==> src/rtl/uart_receiver_if.sv <==
// Receiver-side UART bus: line and control inputs, received byte and status flags.
// The master modport is the environment; the slave modport is the receiver.
interface uart_receiver_if;
  logic [2:0] baud_select;
  logic       Rx_EN;
  logic       RxD;
  logic [7:0] Rx_DATA;
  logic       Rx_FERROR;
  logic       Rx_PERROR;
  logic       Rx_VALID;
  logic       Rx_RECEIVE;

  modport master (
    output baud_select, Rx_EN, RxD,
    input  Rx_DATA, Rx_FERROR, Rx_PERROR, Rx_VALID, Rx_RECEIVE
  );

  modport slave (
    input  baud_select, Rx_EN, RxD,
    output Rx_DATA, Rx_FERROR, Rx_PERROR, Rx_VALID, Rx_RECEIVE
  );
endinterface

==> src/rtl/uart_receiver.sv <==
// 8E1 UART receiver with 16x oversampling from a 50 MHz clock. Samples each bit
// at mid-bit and reports the byte with valid, parity-error and framing-error flags.
module uart_receiver (
  input logic            clk,
  input logic            reset,
  uart_receiver_if.slave rx
);

  typedef enum logic [2:0] {
    S_IDLE   = 3'd0,
    S_START  = 3'd1,
    S_DATA   = 3'd2,
    S_PARITY = 3'd3,
    S_STOP   = 3'd4
  } state_t;

  // Clocks per 16x sample tick for each baud code.
  function automatic logic [13:0] baud_div(input logic [2:0] sel);
    case (sel)
      3'b000:  baud_div = 14'd10417;
      3'b001:  baud_div = 14'd2604;
      3'b010:  baud_div = 14'd651;
      3'b011:  baud_div = 14'd326;
      3'b100:  baud_div = 14'd163;
      3'b101:  baud_div = 14'd81;
      3'b110:  baud_div = 14'd54;
      default: baud_div = 14'd27;
    endcase
  endfunction

  function automatic logic even_parity(input logic [7:0] d);
    even_parity = ^d;
  endfunction

  logic        r_rxd_meta;
  logic        r_rxd_sync;
  logic [2:0]  r_baud_prev;
  logic [13:0] r_baud_cnt;
  logic        w_baud_restart;
  logic        w_tick;

  state_t      r_state;
  logic [3:0]  r_tick_cnt;
  logic [2:0]  r_bit_cnt;
  logic [7:0]  r_shift;
  logic        r_perr_cand;
  logic        r_ferr_cand;
  logic        r_stop_seen;
  logic [7:0]  r_data;
  logic        r_valid;
  logic        r_perr;
  logic        r_ferr;
  logic        r_receive;

  assign w_baud_restart = (rx.baud_select != r_baud_prev) || !rx.Rx_EN;
  assign w_tick = !w_baud_restart &&
                  (r_baud_cnt >= (baud_div(rx.baud_select) - 14'd1));

  // Two-stage synchronizer; idles high so reset does not look like a start bit.
  always_ff @(posedge clk) begin
    if (reset) begin
      r_rxd_meta <= 1'b1;
      r_rxd_sync <= 1'b1;
    end else begin
      r_rxd_meta <= rx.RxD;
      r_rxd_sync <= r_rxd_meta;
    end
  end

  // Free-running baud divider, restarted on rate change or while disabled.
  always_ff @(posedge clk) begin
    if (reset) begin
      r_baud_prev <= 3'd0;
      r_baud_cnt  <= 14'd0;
    end else begin
      r_baud_prev <= rx.baud_select;
      if (w_baud_restart || w_tick) begin
        r_baud_cnt <= 14'd0;
      end else begin
        r_baud_cnt <= r_baud_cnt + 14'd1;
      end
    end
  end

  // Frame FSM: tick count restarts at each bit centre so every sample lands mid-bit.
  always_ff @(posedge clk) begin
    if (reset) begin
      r_state     <= S_IDLE;
      r_tick_cnt  <= 4'd0;
      r_bit_cnt   <= 3'd0;
      r_shift     <= 8'h00;
      r_perr_cand <= 1'b0;
      r_ferr_cand <= 1'b0;
      r_stop_seen <= 1'b0;
      r_data      <= 8'h00;
      r_valid     <= 1'b0;
      r_perr      <= 1'b0;
      r_ferr      <= 1'b0;
      r_receive   <= 1'b0;
    end else if (!rx.Rx_EN) begin
      r_state     <= S_IDLE;
      r_tick_cnt  <= 4'd0;
      r_bit_cnt   <= 3'd0;
      r_stop_seen <= 1'b0;
      r_valid     <= 1'b0;
      r_perr      <= 1'b0;
      r_ferr      <= 1'b0;
      r_receive   <= 1'b0;
    end else begin
      case (r_state)
        S_IDLE: begin
          r_receive <= 1'b0;
          if (!r_rxd_sync) begin
            r_valid    <= 1'b0;
            r_perr     <= 1'b0;
            r_ferr     <= 1'b0;
            r_tick_cnt <= 4'd0;
            r_receive  <= 1'b1;
            r_state    <= S_START;
          end
        end
        S_START: begin
          if (w_tick) begin
            if (r_tick_cnt == 4'd7) begin
              r_tick_cnt <= 4'd0;
              r_bit_cnt  <= 3'd0;
              if (r_rxd_sync) begin
                r_receive <= 1'b0;
                r_state   <= S_IDLE;
              end else begin
                r_state <= S_DATA;
              end
            end else begin
              r_tick_cnt <= r_tick_cnt + 4'd1;
            end
          end
        end
        S_DATA: begin
          if (w_tick) begin
            r_tick_cnt <= r_tick_cnt + 4'd1;
            if (r_tick_cnt == 4'd15) begin
              r_shift   <= {r_rxd_sync, r_shift[7:1]};
              r_bit_cnt <= r_bit_cnt + 3'd1;
              if (r_bit_cnt == 3'd7) begin
                r_state <= S_PARITY;
              end
            end
          end
        end
        S_PARITY: begin
          if (w_tick) begin
            r_tick_cnt <= r_tick_cnt + 4'd1;
            if (r_tick_cnt == 4'd15) begin
              r_perr_cand <= (even_parity(r_shift) != r_rxd_sync);
              r_state     <= S_STOP;
            end
          end
        end
        S_STOP: begin
          // Flags publish one clock after the stop sample, leaving the rest of
          // the stop bit for IDLE to catch a back-to-back start edge.
          if (r_stop_seen) begin
            r_stop_seen <= 1'b0;
            r_receive   <= 1'b0;
            r_state     <= S_IDLE;
            r_perr      <= r_perr_cand;
            r_ferr      <= r_ferr_cand;
            r_valid     <= !r_perr_cand && !r_ferr_cand;
            if (!r_perr_cand && !r_ferr_cand) begin
              r_data <= r_shift;
            end
          end else if (w_tick) begin
            r_tick_cnt <= r_tick_cnt + 4'd1;
            if (r_tick_cnt == 4'd15) begin
              r_ferr_cand <= !r_rxd_sync;
              r_stop_seen <= 1'b1;
            end
          end
        end
        default: begin
          r_state   <= S_IDLE;
          r_receive <= 1'b0;
        end
      endcase
    end
  end

  assign rx.Rx_DATA    = r_data;
  assign rx.Rx_VALID   = r_valid;
  assign rx.Rx_PERROR  = r_perr;
  assign rx.Rx_FERROR  = r_ferr;
  assign rx.Rx_RECEIVE = r_receive;

endmodule

==> src/flat_wrapper.sv <==
// flat-port wrapper written by rule: the top's interface ports become plain ports
module uart_receiver_flat 
  (clk, reset, rx_baud_select, rx_Rx_EN, rx_RxD, rx_Rx_DATA, rx_Rx_FERROR, rx_Rx_PERROR, rx_Rx_VALID, rx_Rx_RECEIVE);
  uart_receiver_if rx_i ();
  input logic clk;
  input logic reset;
  input wire logic [$bits(rx_i.baud_select)-1:0] rx_baud_select;
  input wire logic [$bits(rx_i.Rx_EN)-1:0] rx_Rx_EN;
  input wire logic [$bits(rx_i.RxD)-1:0] rx_RxD;
  output wire logic [$bits(rx_i.Rx_DATA)-1:0] rx_Rx_DATA;
  output wire logic [$bits(rx_i.Rx_FERROR)-1:0] rx_Rx_FERROR;
  output wire logic [$bits(rx_i.Rx_PERROR)-1:0] rx_Rx_PERROR;
  output wire logic [$bits(rx_i.Rx_VALID)-1:0] rx_Rx_VALID;
  output wire logic [$bits(rx_i.Rx_RECEIVE)-1:0] rx_Rx_RECEIVE;
  assign rx_i.baud_select = rx_baud_select;
  assign rx_i.Rx_EN = rx_Rx_EN;
  assign rx_i.RxD = rx_RxD;
  assign rx_Rx_DATA = rx_i.Rx_DATA;
  assign rx_Rx_FERROR = rx_i.Rx_FERROR;
  assign rx_Rx_PERROR = rx_i.Rx_PERROR;
  assign rx_Rx_VALID = rx_i.Rx_VALID;
  assign rx_Rx_RECEIVE = rx_i.Rx_RECEIVE;
  uart_receiver u_core (.clk(clk), .reset(reset), .rx(rx_i));
endmodule
==> config.mk <==
export PLATFORM = sky130hd
export DESIGN_NAME = uart_receiver_flat
export DESIGN_NICKNAME = d
export VERILOG_FILES = /design/src/rtl/uart_receiver_if.sv /design/src/rtl/uart_receiver.sv /design/src/flat_wrapper.sv
export SDC_FILE = /design/constraint.sdc
export NUM_CORES = 1
export LEC_CHECK = 0
export BUFFER_PORTS_ARGS = -buffer_cell sky130_fd_sc_hd__buf_2
export CAP_MARGIN = 15
export CORE_MARGIN = 8
export CORE_UTILIZATION = 50
export DETAILED_ROUTE_END_ITERATION = 12
export PLACE_DENSITY = 0.66
export SETUP_SLACK_MARGIN = 0.3
export SLEW_MARGIN = 10
export SYNTH_ARGS = -nofsm -noshare
export SYNTH_HDL_FRONTEND = slang
export SYNTH_SLANG_ARGS = --single-unit
==> constraint.sdc <==
create_clock -name clk -period 7.3 [get_ports clk]
set_clock_uncertainty 0.15 [all_clocks]
set_input_delay 0.365 -clock clk [delete_from_list [all_inputs] [get_ports clk]]
set_output_delay 0.365 -clock clk [all_outputs]
set_load 0.05 [all_outputs]
; Yosys cells after proc, flatten, opt, wreduce, memory -nomap -nowiden
; Cells that the tools add are included.
; W data, S select, Z words.
[totals]
ff_bits = 52
[classes]
bitwise_logic = 3
n_addsub = 4
magnitude_cmp = 1
reduce_logical = 27
n_mux = 39
n_eq_ne = 26
[ops]
columns = operator, count
row1 = $pmux W14 S7, 1
row2 = $mux W3, 13
row3 = $mux W4, 5
row4 = $ne A2 B1 Y1 const B, 9
row5 = $pmux W4 S4, 1
row6 = $reduce_and A4 Y1, 4
row7 = $eq A3 B3 Y1 const B, 5
row8 = $pmux W3 S5, 1
row9 = $reduce_and A5 Y1, 3
row10 = $add A14 B1 Y14 const B, 1
row11 = $ge A14 B14 Y1, 1
row12 = $sub A14 B1 Y14 const B, 1
row13 = $eq A3 B2 Y1 const B, 4
row14 = $mux W1, 12
row15 = $reduce_and A9 Y1, 1
row16 = $reduce_xor A8 Y1, 1
row17 = $eq A3 B1 Y1 const B, 2
row18 = $logic_not A3 Y1, 2
row19 = $pmux W1 S2, 3
row20 = $pmux W3 S2, 1
row21 = $reduce_or A2 Y1, 3
row22 = $logic_not A1 Y1, 5
row23 = $add A4 B1 Y4 const B, 1
row24 = $eq A4 B3 Y1 const B, 1
row25 = 13 further kinds, 19

; Depth between registers and ports, before layout
; Gate-level depths: netlist (run 1).
[depth]
ltp_word = 8
mapped_depth = 16

; Worst setup path before layout (run 1)
; OpenSTA, ideal clock, no wires.
[synth_timing]
path_kind = in2reg
startpoint = input rx_baud_select[0]
endpoint = register u_core.r_perr_cand
required_time_ns = 7.029
t_arrival_ns = 3.018
setup_ns = 0.121
slack_ns = 4.011
path_buffers = 1
stages = 13
path_cell_list = buf_6 > inv_1 > mux2i_1 > ha_1 > a21oi_1 > nor2_1 > a21oi_1 > ha_1 > nand4_1 > o211ai_1 > a21oi_4 > or4_4 > mux2_4
[synth_between]
elab_chain_len = 6
elab_cells_between_ends = 15
[synth_rtl]
columns = item, line_no
row1 = "start, declared", flat_wrapper.sv:7  ; input wire logic [$bits(rx_i.baud_select)-1:0] rx_baud_select;
row2 = "$eq A3 B3 Y1, or another cell as far along", uart_receiver.sv:19  ; case (sel)
row3 = $pmux W14 S7, uart_receiver.sv:19
row4 = $sub A14 B1 Y14, uart_receiver.sv:57  ; (r_baud_cnt >= (baud_div(rx.baud_select) - 14'd1));
row5 = $ge A14 B14 Y1, uart_receiver.sv:57
row6 = $logic_and A1 B1 Y1 (*), uart_receiver.sv:56  ; assign w_tick = !w_baud_restart &&
row7 = $reduce_and A4 Y1 (no line) (*), -
row8 = "end signal, assigned", uart_receiver.sv:154  ; r_perr_cand <= (even_parity(r_shift) != r_rxd_sync);
row9 = "end, declared", uart_receiver.sv:46  ; logic r_perr_cand;
; Every way passes the cells marked *; elsewhere a longest branch is shown, timed or not.
; A chain may end at the register's enable or synchronous reset.

; Worst setup path after layout (run 1)
[layout_timing]
startpoint = input rx_baud_select[0]
endpoint = register u_core.r_bit_cnt[2]
[layout_between]
elab_chain_len = 7
elab_cells_between_ends = 17
[layout_rtl]
columns = item, line_no
row1 = "$eq A3 B3 Y1, or another cell as far along", uart_receiver.sv:19
row2 = $pmux W14 S7, uart_receiver.sv:19
row3 = $sub A14 B1 Y14, uart_receiver.sv:57
row4 = $ge A14 B14 Y1, uart_receiver.sv:57
row5 = $logic_and A1 B1 Y1 (*), uart_receiver.sv:56
row6 = $ne A2 B1 Y1 (no line), -
row7 = $reduce_and A5 Y1 (no line) (*), -
row8 = "end signal, assigned", uart_receiver.sv:143  ; r_bit_cnt <= r_bit_cnt + 3'd1;
row9 = "end, declared", uart_receiver.sv:44  ; logic [2:0] r_bit_cnt;
; Marked as above.

==> results of run 1 <==
worst max-delay path, cell delays in order:
cell,delay [ns]
buf_2,0.16
inv_1,0.15
mux2i_1,0.35
ha_1,0.29
a21oi_1,0.09
nor2_1,0.09
a21oi_1,0.05
ha_1,0.30
nand4_1,0.10
o211ai_1,0.36
a21o_1,0.59
o21ai_0,0.25
a32o_1,0.25
stage by stage:
| stage | setup WS [ns] | instance area (um2) | hold slack (ns) | std cells |
|---|---|---|---|---|
| finish | 3.963 | 3060 | 0.08415 | 421 |
| global route | 3.676 | 3060 | 0.07818 | 421 |
| CTS | 3.962 | 3060 | 0.08147 | 421 |
| detailed placement | 3.637 | 2964 | 0.2712 | 413 |
| global placement | 3.748 | 2964 | 0.2424 | 413 |
| floorplan | 4.011 | 2861 | 0.2395 | 339 |
registers in the layout (all words and copies together) (netlist names), 3 cells and up:
name and flops:
u_core.r_state 3, u_core.r_baud_prev 3, u_core.r_tick_cnt 4, u_core.r_bit_cnt 3, u_core.r_shift 8, u_core.rx.Rx_DATA 8
u_core.r_baud_cnt 14
synth_stat cells, types with 3 or more instances:
cell type,count,area [um2]
dfxtp_1,52,1041
mux2i_1,12,120.1
nor3_1,4,20.02
nand2_1,24,90.09
a211oi_1,4,30.03
nor2_1,47,176.4
nand3_1,21,105.1
a21oi_1,29,145.1
and3_1,4,25.02
inv_1,9,33.78
xor2_1,11,96.34
or2_2,4,25.02
a21o_1,4,30.03
clkbuf_1,12,45.04
xnor2_1,15,131.4
nand4_1,7,43.79
ha_1,19,237.7
nor2b_1,5,31.28
nand2b_1,3,18.77
o21ai_0,14,70.07
layer usage:
| layer | global-route usage (%) | wire length, um |
|---|---|---|
| met5 | 0 | 0 |
| met4 | 4.911 | 77 |
| met3 | 2.469 | 181 |
| met2 | 21.73 | 2597 |
| met1 | 18.98 | 2916 |
worst max path at each step:
stage	startpoint	endpoint	slack (ns)	cells after the start
global placement	rx_baud_select[0]	u_core.r_perr_cand	3.75	13
finish	rx_baud_select[0]	u_core.r_bit_cnt[2]	3.96	13
detailed placement	rx_baud_select[0]	u_core.r_perr_cand	3.64	13
CTS	rx_baud_select[0]	u_core.r_perr_cand	3.96	13
global route	rx_baud_select[0]	u_core.r_bit_cnt[2]	3.68	13
floorplan	rx_baud_select[0]	u_core.r_perr_cand	4.01	13
cell type report:
class | instances | area [um2]
Clock buffer | 5 | 68.82
Clock inverter | 3 | 27.53
Fill cell | 506 | 2446
Inverter | 9 | 33.78
Multi-Input combinational cell | 262 | 1709
Sequential cell | 52 | 1041
Tap cell | 72 | 90.09
Timing Repair Buffer | 18 | 90.09
power by group:
part | switching (W) | total (W) | internal (W)
logic | 0.0000219 | 0.0000349 | 0.0000130
registers | 0.00000176 | 0.000287 | 0.000285
clock network | 0.000106 | 0.000177 | 0.0000706
total | 0.000130 | 0.000499 | 0.000369
cell families after synthesis:
family          Yosys count  share of synthesized area [%]
simple gates            132                          22.59
compound gates           69                          15.37
flops                    52                          36.43
xor+xnor                 27                          8.538
buf+inv                  25                          3.896
fa+ha+maj                19                          8.319
mux                      13                          4.729
other cells               1                         0.1312
==> impl_results.md, run 1 <==
* Worst-path clk slew at 0.10 ns
* Longest Clk Path Bufs at 2
* Layout Nets at 374
* WP data required at 7.36 ns
* Vias at 2,312
* Grt ovf at 0
* Die W at 91.60 um
* Slew @ Worst Pin at 0.6609 ns
* Total Power at 0.0004985 W
* H-tree depth at 2
* Clk Tree Root Cell: clkbuf_8
* Reg2reg start: u_core.r_baud_cnt[0]
* Critical Path AT at 3.40 ns
* Worst Reg-to-Reg Cells at 8
* Peak supply drop at 0.09692 mV
* Post-synthesis cell type count at 51
* Core Footprint at 0.005507 mm2
* PwrDens at 162.9 mW/mm2
* Synth warn at 0
* Starting Density at 51.90%
* Largest net degree at the start of global routing at 27
* Drt total wl at 5773 um
* Lkg Pwr at 1.260 nW
* Via density per instance at 5.492
* GRT Total Usage at 14.03%
* Ys async rst share at 0%
* Most common cell after layout, fill and taps aside: dfxtp_1
* Max-cap violations at 0
* First-pass GRT wire length at 9936 um
* Most frequent cells in the layout: 52 x dfxtp_1, 47 x nor2_1, 29 x a21oi_1
* DRT Pass-1 Iters at 4
* Final setup violation count at 0
* Drt wl/cell at 13.71 um
* Critical Path Start Type: primary input
* Synth Instances at 338
* Util after Layout at 55.58%
* Syn_area_per_cell at 8.455 um2
* Clock latency on the worst-skew pair at 0.31 ns
* Hold path start: rx_RxD
* Num CTS Buffers at 5
* Slew Limit Fails at 0
* Worst hold path endpoint: u_core.r_rxd_meta
* Final hold violation count at 0
* N_diodes at 0
* Hold-critical path depth at 2
* Outcome: completed
* Crit end category: flip-flop
* Detailed Place HPWL at 4162 um
* Setup Buffers After CTS at 0
* Vias in the first global route at 2,153
* Predominant post-synthesis flop cell: dfxtp_1
* Crit Path Class: in -> reg
* Layout cell share with drive strength beyond 1 at 10.60%
* Layout area overhead at 7.093%
* RSZ-0062 raised after global routing: no
* Antenna violations before repair at 0
* Hold buffers post-CTS at 0
* Max Freq at 299.6 MHz
* IO buf count at 18
* # rows at 27
* Die area at 0.008391 mm2
* Yosys reg bits at 52
* Reg2Reg Setup Slack at 4.67 ns
* Hold Path Class: in -> reg
* Routability-driven placement congestion ratio at 0.8772
* EDFF count, synth at 0
* Final worst-path cycle share at 45.72%
* Top Ports at 19
* Die height at 91.60 um
* DR DRC count at 0
* Starting DRT DRC Count at 168
* Antenna Violating Nets Remaining at 0
* Slew headroom at 55.78%
* Sequential area share after synthesis at 36.43%
* CTS tree: yes
* Final setup TNS at 0 ns
* Max FO, Critical Path at 20
* Synth Cell Area at 0.002858 mm2
* Clock sink total at 52
* Critical R2R Capture: u_core.r_baud_cnt[12]
* Cts repair resizes at 0
* Tmin final at 3.337 ns
Note: power is estimated with default switching activity, not from simulation.
==> run 2: changes to the inputs <==
Clock period 7.3 ns to 3.4 ns, I/O delays scaled along.
==> run 2 against run 1 <==
Against the previous run:
- first-iteration DRC count decreased by 13%
- non-clock buffer count rose by 6
- clock power grew 110%
- critical path type unchanged
- largest cell class unchanged
- largest power group unchanged
- highest routed layer unchanged
==> impl_results.md, run 2 (synthesis results as in run 1) <==
* Drt wl/cell at 13.61 um (-0.77%)
* Critical Path AT at 2.92 ns (-0.48 ns)
* IO buf count at 18 (unchanged)
* Max Freq at 348.7 MHz
* GRT Total Usage at 14.34% (+0.32 points)
* WP data required at 3.46 ns (-3.90 ns)
* Final instance area at 0.003108 mm2 (+1.6%)
* Core Footprint at 0.005507 mm2 (unchanged)
* Die area at 0.008391 mm2 (unchanged)
* CTS tree: yes
* Antenna violations before repair at 0 (unchanged)
* Vias at 2,337 (+1.1%)
* Via density per instance at 5.473 (-0.34%)
* PwrDens at 342.8 mW/mm2 (+110%)
* Crit end category: flip-flop
* Starting DRT DRC Count at 146 (-13%)
* Max-cap violations at 0 (unchanged)
* Critical Path Start Type: primary input
* Drt total wl at 5810 um (+0.64%)
* Layout cell share with drive strength beyond 1 at 11.83% (+1.2 points)
* Antenna Violating Nets Remaining at 0 (unchanged)
* Flip-flop count of the largest register after layout at 14 (unchanged)
* Routability-driven placement congestion ratio at 0.8608 (-1.9%)
* Setup Buffers After CTS at 0 (unchanged)
* Worst-path clk slew at 0.10 ns (about the same)
* WP buf/inv at 2 (unchanged)
* Cell Area, Placed at 0.003002 mm2 (+1.3%)
* H-tree depth at 2 (unchanged)
* Clock latency on the worst-skew pair at 0.31 ns (about the same)
* Cts repair resizes at 0 (unchanged)
* Layout area overhead at 8.757%
* CP cell instances: buf_2 > inv_1 > mux2i_1 > ha_1 > a21oi_1 > nor2_1 > a21oi_1 > ha_1 > nand4_1 > o211ai_1 > a21oi_4 > or4_4 > mux2_4
* Slew @ Worst Pin at 0.7444 ns (+0.08349 ns)
* DRT Pass-1 Iters at 4 (unchanged)
* Final worst-path cycle share at 84.34%
* RSZ-0062 raised after global routing: no
* Hold Path Class: in -> reg
* Crit Path Class: in -> reg
* Lkg Pwr at 1.288 nW (+2.3%)
* Largest Register: u_core.r_baud_cnt
* Longest Clk Path Bufs at 2 (unchanged)
* Final setup violation count at 0 (unchanged)
* Grt ovf at 0 (unchanged)
* Max stage delay on crit path at 0.54 ns (-0.05 ns)
* Peak supply drop at 0.2405 mV (+150%)
* Slew headroom at 50.19% (-5.6 points)
* Slew Limit Fails at 0 (unchanged)
* CP max stage cell: or4_4
* Tmin final at 2.868 ns
* Hold buffers post-CTS at 1 (+1)
* Clk Tree Root Cell: clkbuf_8
* Most frequent cells in the layout: 52 x dfxtp_1, 47 x nor2_1, 29 x a21oi_1
* Starting Density at 51.90% (unchanged)
* Most common cell after layout, fill and taps aside: dfxtp_1
* DR DRC count at 0 (unchanged)
* Die height at 91.60 um (unchanged)
* N_diodes at 0 (unchanged)
* Final setup TNS at 0 ns (unchanged)
* Die W at 91.60 um (unchanged)
* First-pass GRT wire length at 10,160 um (+2.3%)
* Final hold violation count at 0 (unchanged)
* Clock sink total at 52 (unchanged)
* Outcome: completed
* Vias in the first global route at 2,299 (+6.8%)
* Top Ports at 19 (unchanged)
* # rows at 27 (unchanged)
* # fillers at 510 (+0.79%)
* Delay-heaviest family, CP: simple AND/OR/NAND/NOR gates
* Largest net degree at the start of global routing at 27 (unchanged)
* Num CTS Buffers at 5 (unchanged)
* Layout Nets at 380 (+1.6%)
* Max FO, Critical Path at 9 (-55%)
* Detailed Place HPWL at 4267 um (+2.5%)
[run 2: cell count changes in the layout (fill, tap and decap cells not counted), sizes merged]
cell,delta
buf,+5
dlygate4sd3,+1
[run 2: per-stage QoR]
step / utilization (%) / std cells / hold slack [ns] / total power, W / setup slack [ns]
floorplan: - / 339 / 0.1238 / 0.0006895 / 0.3055
finish: 56.44 / 427 / 0.04753 / 0.001065 / 0.5324
CTS: 56.44 / 427 / 0.03964 / 0.001081 / 0.5322
global route: 56.44 / 427 / 0.04077 / 0.001121 / 0.4015
detailed placement: 54.51 / 418 / 0.2080 / 0.0007071 / 0.1988
global placement: 54.51 / 418 / 0.2029 / 0.0007056 / 0.2747
[run 2: worst paths after layout]
kind                    startpoint                     to  slack (ns)  cells past startpoint
max              rx_baud_select[0]     u_core.r_perr_cand        0.53                     13
min              rx_baud_select[1]  u_core.r_baud_prev[1]        0.05                      2
max reg2reg  u_core.r_baud_cnt[12]   u_core.r_tick_cnt[2]        0.89                      8
min reg2reg      u_core.r_rxd_meta      u_core.r_rxd_sync        0.28                      1
[run 2: where the power goes]
group	switching [W]	leakage [nW]	total [W]	internal [W]
registers	0.00000356	0.420	0.000616	0.000612
logic	0.0000478	0.822	0.0000781	0.0000302
clock network	0.000220	0.0463	0.000371	0.000152
[run 2: per-layer routing]
| layer | GRT usage (%) | up-vias | share of wire (%) |
|---|---|---|---|
| li1 | - | 1219 | - |
| met4 | 4.638 | 0 | 0.84 |
| met5 | 0 | - | 0 |
| met3 | 3.292 | 5 | 5.0 |
| met1 | 18.87 | 1051 | 49 |
| met2 | 22.51 | 62 | 45 |
[run 2: layout make-up]
type,instances,area [um2],area share [%]
tap,72,90.09,2.899
multi-input combinational,262,1709,54.99
clock inverter,3,27.53,0.8857
clock buffer,5,68.82,2.214
sequential,52,1041,33.49
inverter,9,33.78,1.087
timing repair buffer,24,137.6,4.428
==> run 3: changes to the inputs <==
Settings changed: ABC_AREA set to 1, PLACE_DENSITY 0.66 to 0.68.
Clock period 3.4 ns to 2.3 ns, I/O delays scaled along.
==> run 3 against run 2 <==
Against the previous run:
- the flow now finishes with violations (negative setup slack)
- die area rose by 1.1%
- critical endpoint is now u_core.r_state[2]
- largest cell class unchanged
- final cell count up 25%
- via count is 16% higher
==> impl_results.md, run 3 <==
* IO buf count at 18 (unchanged)
* WP data required at 2.37 ns (-1.09 ns)
* Starting DRT DRC Count at 107 (-27%)
* Via density per instance at 5.077 (-7.2%)
* Drt wl/cell at 12.83 um (-5.7%)
* Layout area overhead at 28.82%
* Flip-flop count of the largest register after layout at 14 (unchanged)
* RSZ-0062 raised after global routing: yes
* Worst-path clk slew at 0.10 ns (about the same)
* Critical R2R Capture: u_core.r_state[2]
* Synth warn at 0 (unchanged)
* Vias at 2,716 (+16%)
* Critical Path Start Type: primary input
* Reg2Reg Setup Slack at 0.19 ns (-0.70 ns)
* Post-synthesis cell type count at 36 (-29%)
* Hold path start: rx_baud_select[1]
* Outcome: finished with violations
* Switching Share at 31.61% (+6.2 points)
* Synth top area share at 35.96% (-0.47 points)
* Clock sink total at 52 (unchanged)
* Synth Cell Area at 0.002895 mm2 (+1.3%)
* Top Ports at 19 (unchanged)
* DR DRC count at 0 (unchanged)
* Switching power at 0.0006051 W (+120%)
* Cell Int Power at 0.001309 W (+65%)
* Post-synth top cells: 70 x nand2_1, 61 x nor2_1, 53 x inv_1, 52 x dfxtp_1, 39 x a21oi_1
* CP dominant cell by count: nand2_2
* Grt ovf at 0 (unchanged)
* CP Depth at 19 (+6)
* Crit path from: rx_baud_select[2]
* Yosys reg bits at 52 (unchanged)
* Total Power at 0.001914 W (+80%)
* First-pass GRT wire length at 11,430 um (+12%)
* Most common cell after layout, fill and taps aside: nor2_1
* Antenna violations before repair at 0 (unchanged)
* Final setup violation count at 27 (+27)
* Most frequent cells in the layout: 55 x nor2_1, 54 x nand2_1, 52 x dfxtp_1
* Starting Density at 52.26% (+0.36 points)
* Clock latency on the worst-skew pair at 0.31 ns (about the same)
* PwrDens at 513.1 mW/mm2 (+50%)
* # rows at 27 (unchanged)
* Worst Reg-to-Reg Cells at 13 (+5)
* Slew Limit Fails at 0 (unchanged)
* DP Cell Count at 518 (+24%)
* Combinational share of power at 23.1% (+16 points)
* Slew @ Worst Pin at 0.6137 ns (-0.1307 ns)
* Predominant post-synthesis flop cell: dfxtp_1
* Syn_area_per_cell at 7.027 um2 (-17%)
* N_diodes at 0 (unchanged)
* Clk network pwr share at 27.7% (-7.1 points)
* Largest Register: u_core.r_baud_cnt
* Reg2reg start: u_core.r_baud_cnt[11]
* Slew headroom at 59.04% (+8.8 points)
* Max-cap violations at 0 (unchanged)
* Hold Path Class: in -> reg
* Setup ws final at -0.08847 ns (-0.6208 ns)
* Die W at 92.10 um (+0.54%)
* Final worst-path cycle share at 103.8%
* EDFF count, synth at 0 (unchanged)
* Longest Clk Path Bufs at 2 (unchanged)
* Clk Tree Root Cell: clkbuf_8
* Max FO, Critical Path at 4 (-5)
* Dominant cell type by area after synthesis: dfxtp_1
* Synth Instances at 412 (+22%)
* CP cell instances: buf_12 > clkinv_16 > o21ai_4 > o21a_1 > ha_2 > o211ai_1 > xor2_1 > ha_1 > nand2_2 > nor2_4 > nand2_2 > nand2_2 > nand2_2 > nand3_4 > nand2_4 > a21oi_4 > nand2_2 > o21ai_1 > nor2_1
* Top post-synthesis cells by area: dfxtp_1 36%, nand2_1 9.1%, ha_1 8.2%
* Vias in the first global route at 2,652 (+15%)
* Drt total wl at 6864 um (+18%)
* Layout cell share with drive strength beyond 1 at 29.81% (+18 points)
* Antenna Violating Nets Remaining at 0 (unchanged)
* Num CTS Buffers at 5 (unchanged)
* Max stage delay on crit path at 0.32 ns (-0.22 ns)
* Die area at 0.008481 mm2 (+1.1%)
* Core Footprint at 0.005540 mm2 (+0.61%)
* WP buf/inv at 2 (unchanged)
* CP max stage cell: ha_1
* Crit end category: flip-flop
* Peak supply drop at 0.3420 mV (+42%)
* GRT Total Usage at 15.94% (+1.6 points)
* Cell with the most instances after synthesis: nand2_1
* Largest net degree at the start of global routing at 17 (-37%)
* Sequential power share at 49.2% (-8.6 points)
* Finished Layout Cells at 535 (+25%)
* Place WS at -0.5407 ns (-0.7396 ns)
* Lkg Pwr at 1.687 nW (+31%)
* Detailed Place HPWL at 4789 um (+12%)
* H-tree depth at 2 (unchanged)
* CP endpoint: u_core.r_state[2]
* Routability-driven placement congestion ratio at 0.8868 (+3.0%)
* Crit Path Class: in -> reg
* Failing checks: negative setup slack
* Final hold violation count at 0 (unchanged)
* Ys async rst share at 0% (unchanged)
* DRT Pass-1 Iters at 4 (unchanged)
* Max Freq at 418.7 MHz
* # fillers at 483 (-5.3%)
* Critical Path AT at 2.46 ns (-0.46 ns)
* Layout Nets at 488 (+28%)
* Tmin final at 2.388 ns
* CTS tree: yes
* Delay-heaviest family, CP: simple AND/OR/NAND/NOR gates
* Die height at 92.10 um (+0.54%)
* Final setup TNS at -1.305 ns (-1.305 ns)
* Sequential area share after synthesis at 35.96% (-0.47 points)
## run 3: cell types whose count changed in the layout (fill, tap and decap cells not counted), sizes merged, moves of 5 or more
cell | previous run | this run
buf | 23 | 43
a21oi | 30 | 42
o21ai | 15 | 31
mux2i | 12 | 0
nor2 | 47 | 65
inv | 10 | 59
xor2 | 12 | 7
xnor2 | 15 | 6
nor2b | 5 | 0
nand2 | 24 | 77
## run 3: how the worst min path moves through the flow
stage | to | slack (ns) | cells after the start
floorplan | u_core.r_rxd_meta | 0.07 | 1
CTS | u_core.r_baud_prev[1] | 0.04 | 4
finish | u_core.r_baud_prev[1] | 0.05 | 4
detailed placement | u_core.r_rxd_meta | 0.15 | 2
global placement | u_core.r_rxd_meta | 0.15 | 2
global route | u_core.r_baud_prev[1] | 0.06 | 4
## run 3: worst register-to-register path, delay by kind of cell, from the launching register on
family	cells	cell delay (ns)
simple gates	11	1.17
fa+ha+maj	1	0.27
flops	1	0.41
buf+inv	1	0.03
## run 3: through the flow
step | instance area, um2 | utilization, % | hold slack (ns)
CTS | 3560 | 64.25 | 0.03852
finish | 3730 | 67.32 | 0.04546
global route | 3730 | 67.32 | 0.05614
detailed placement | 3274 | 59.10 | 0.1508
floorplan | 2967 | - | 0.06881
global placement | 3274 | 59.10 | 0.1495
## run 3: what timing repair did
item / 4_1_cts / 5_1_grt
pin swaps: 18 / 20
gates resized for setup: 41 / 39
hold buffers: 4 / 0
hold endpoints to repair: 6 / 0
endpoints found under the setup margin: 36 / 44
setup buffers: 1 / 3
cloned: 0 / 1
## run 3: logic make-up (layout without fill, tap and decap cells)
family	count (synthesis)	after routing	share of synthesized area, %
xor gates and xnor gates	13	13	3.933
AOI/OAI and AO/OA	79	79	14.91
buffers and inverters	66	115	9.032
and+or+nand+nor	182	183	27.83
other	1	2	0.1295
adders and majority gates	19	19	8.211
DFF	52	52	35.96
## run 3: cell type report
cell class / count / area [um2] / area share, %
multi-input cells: 296 / 1881 / 50.42
flip-flops and latches: 52 / 1041 / 27.91
repair buffers: 47 / 370.4 / 9.930
inverters: 60 / 259.0 / 6.944
well taps: 72 / 90.09 / 2.415
clock buffers: 6 / 72.57 / 1.946
clock inverters: 2 / 16.27 / 0.4361
## run 3: metal layers
metal,GRT usage [%],up-vias,share of wire (%)
met1,19.91,1226,46
met4,5.235,0,1.8
met5,0,-,0
met3,4.564,14,4.7
li1,-,1418,-
met2,25.69,58,48
## run 3: power by group through the flow
| stage | sequential [W] | clock [W] | combinational (W) |
|---|---|---|---|
| final | 0.000941 | 0.000530 | 0.000442 |
| after global routing | 0.000945 | 0.000577 | 0.000496 |
| after CTS | 0.000940 | 0.000537 | 0.000380 |
| after detailed placement | 0.000961 | 0 | 0.000348 |
| after global placement | 0.000961 | 0 | 0.000343 |
| after floorplan | 0.000962 | 0 | 0.000253 |
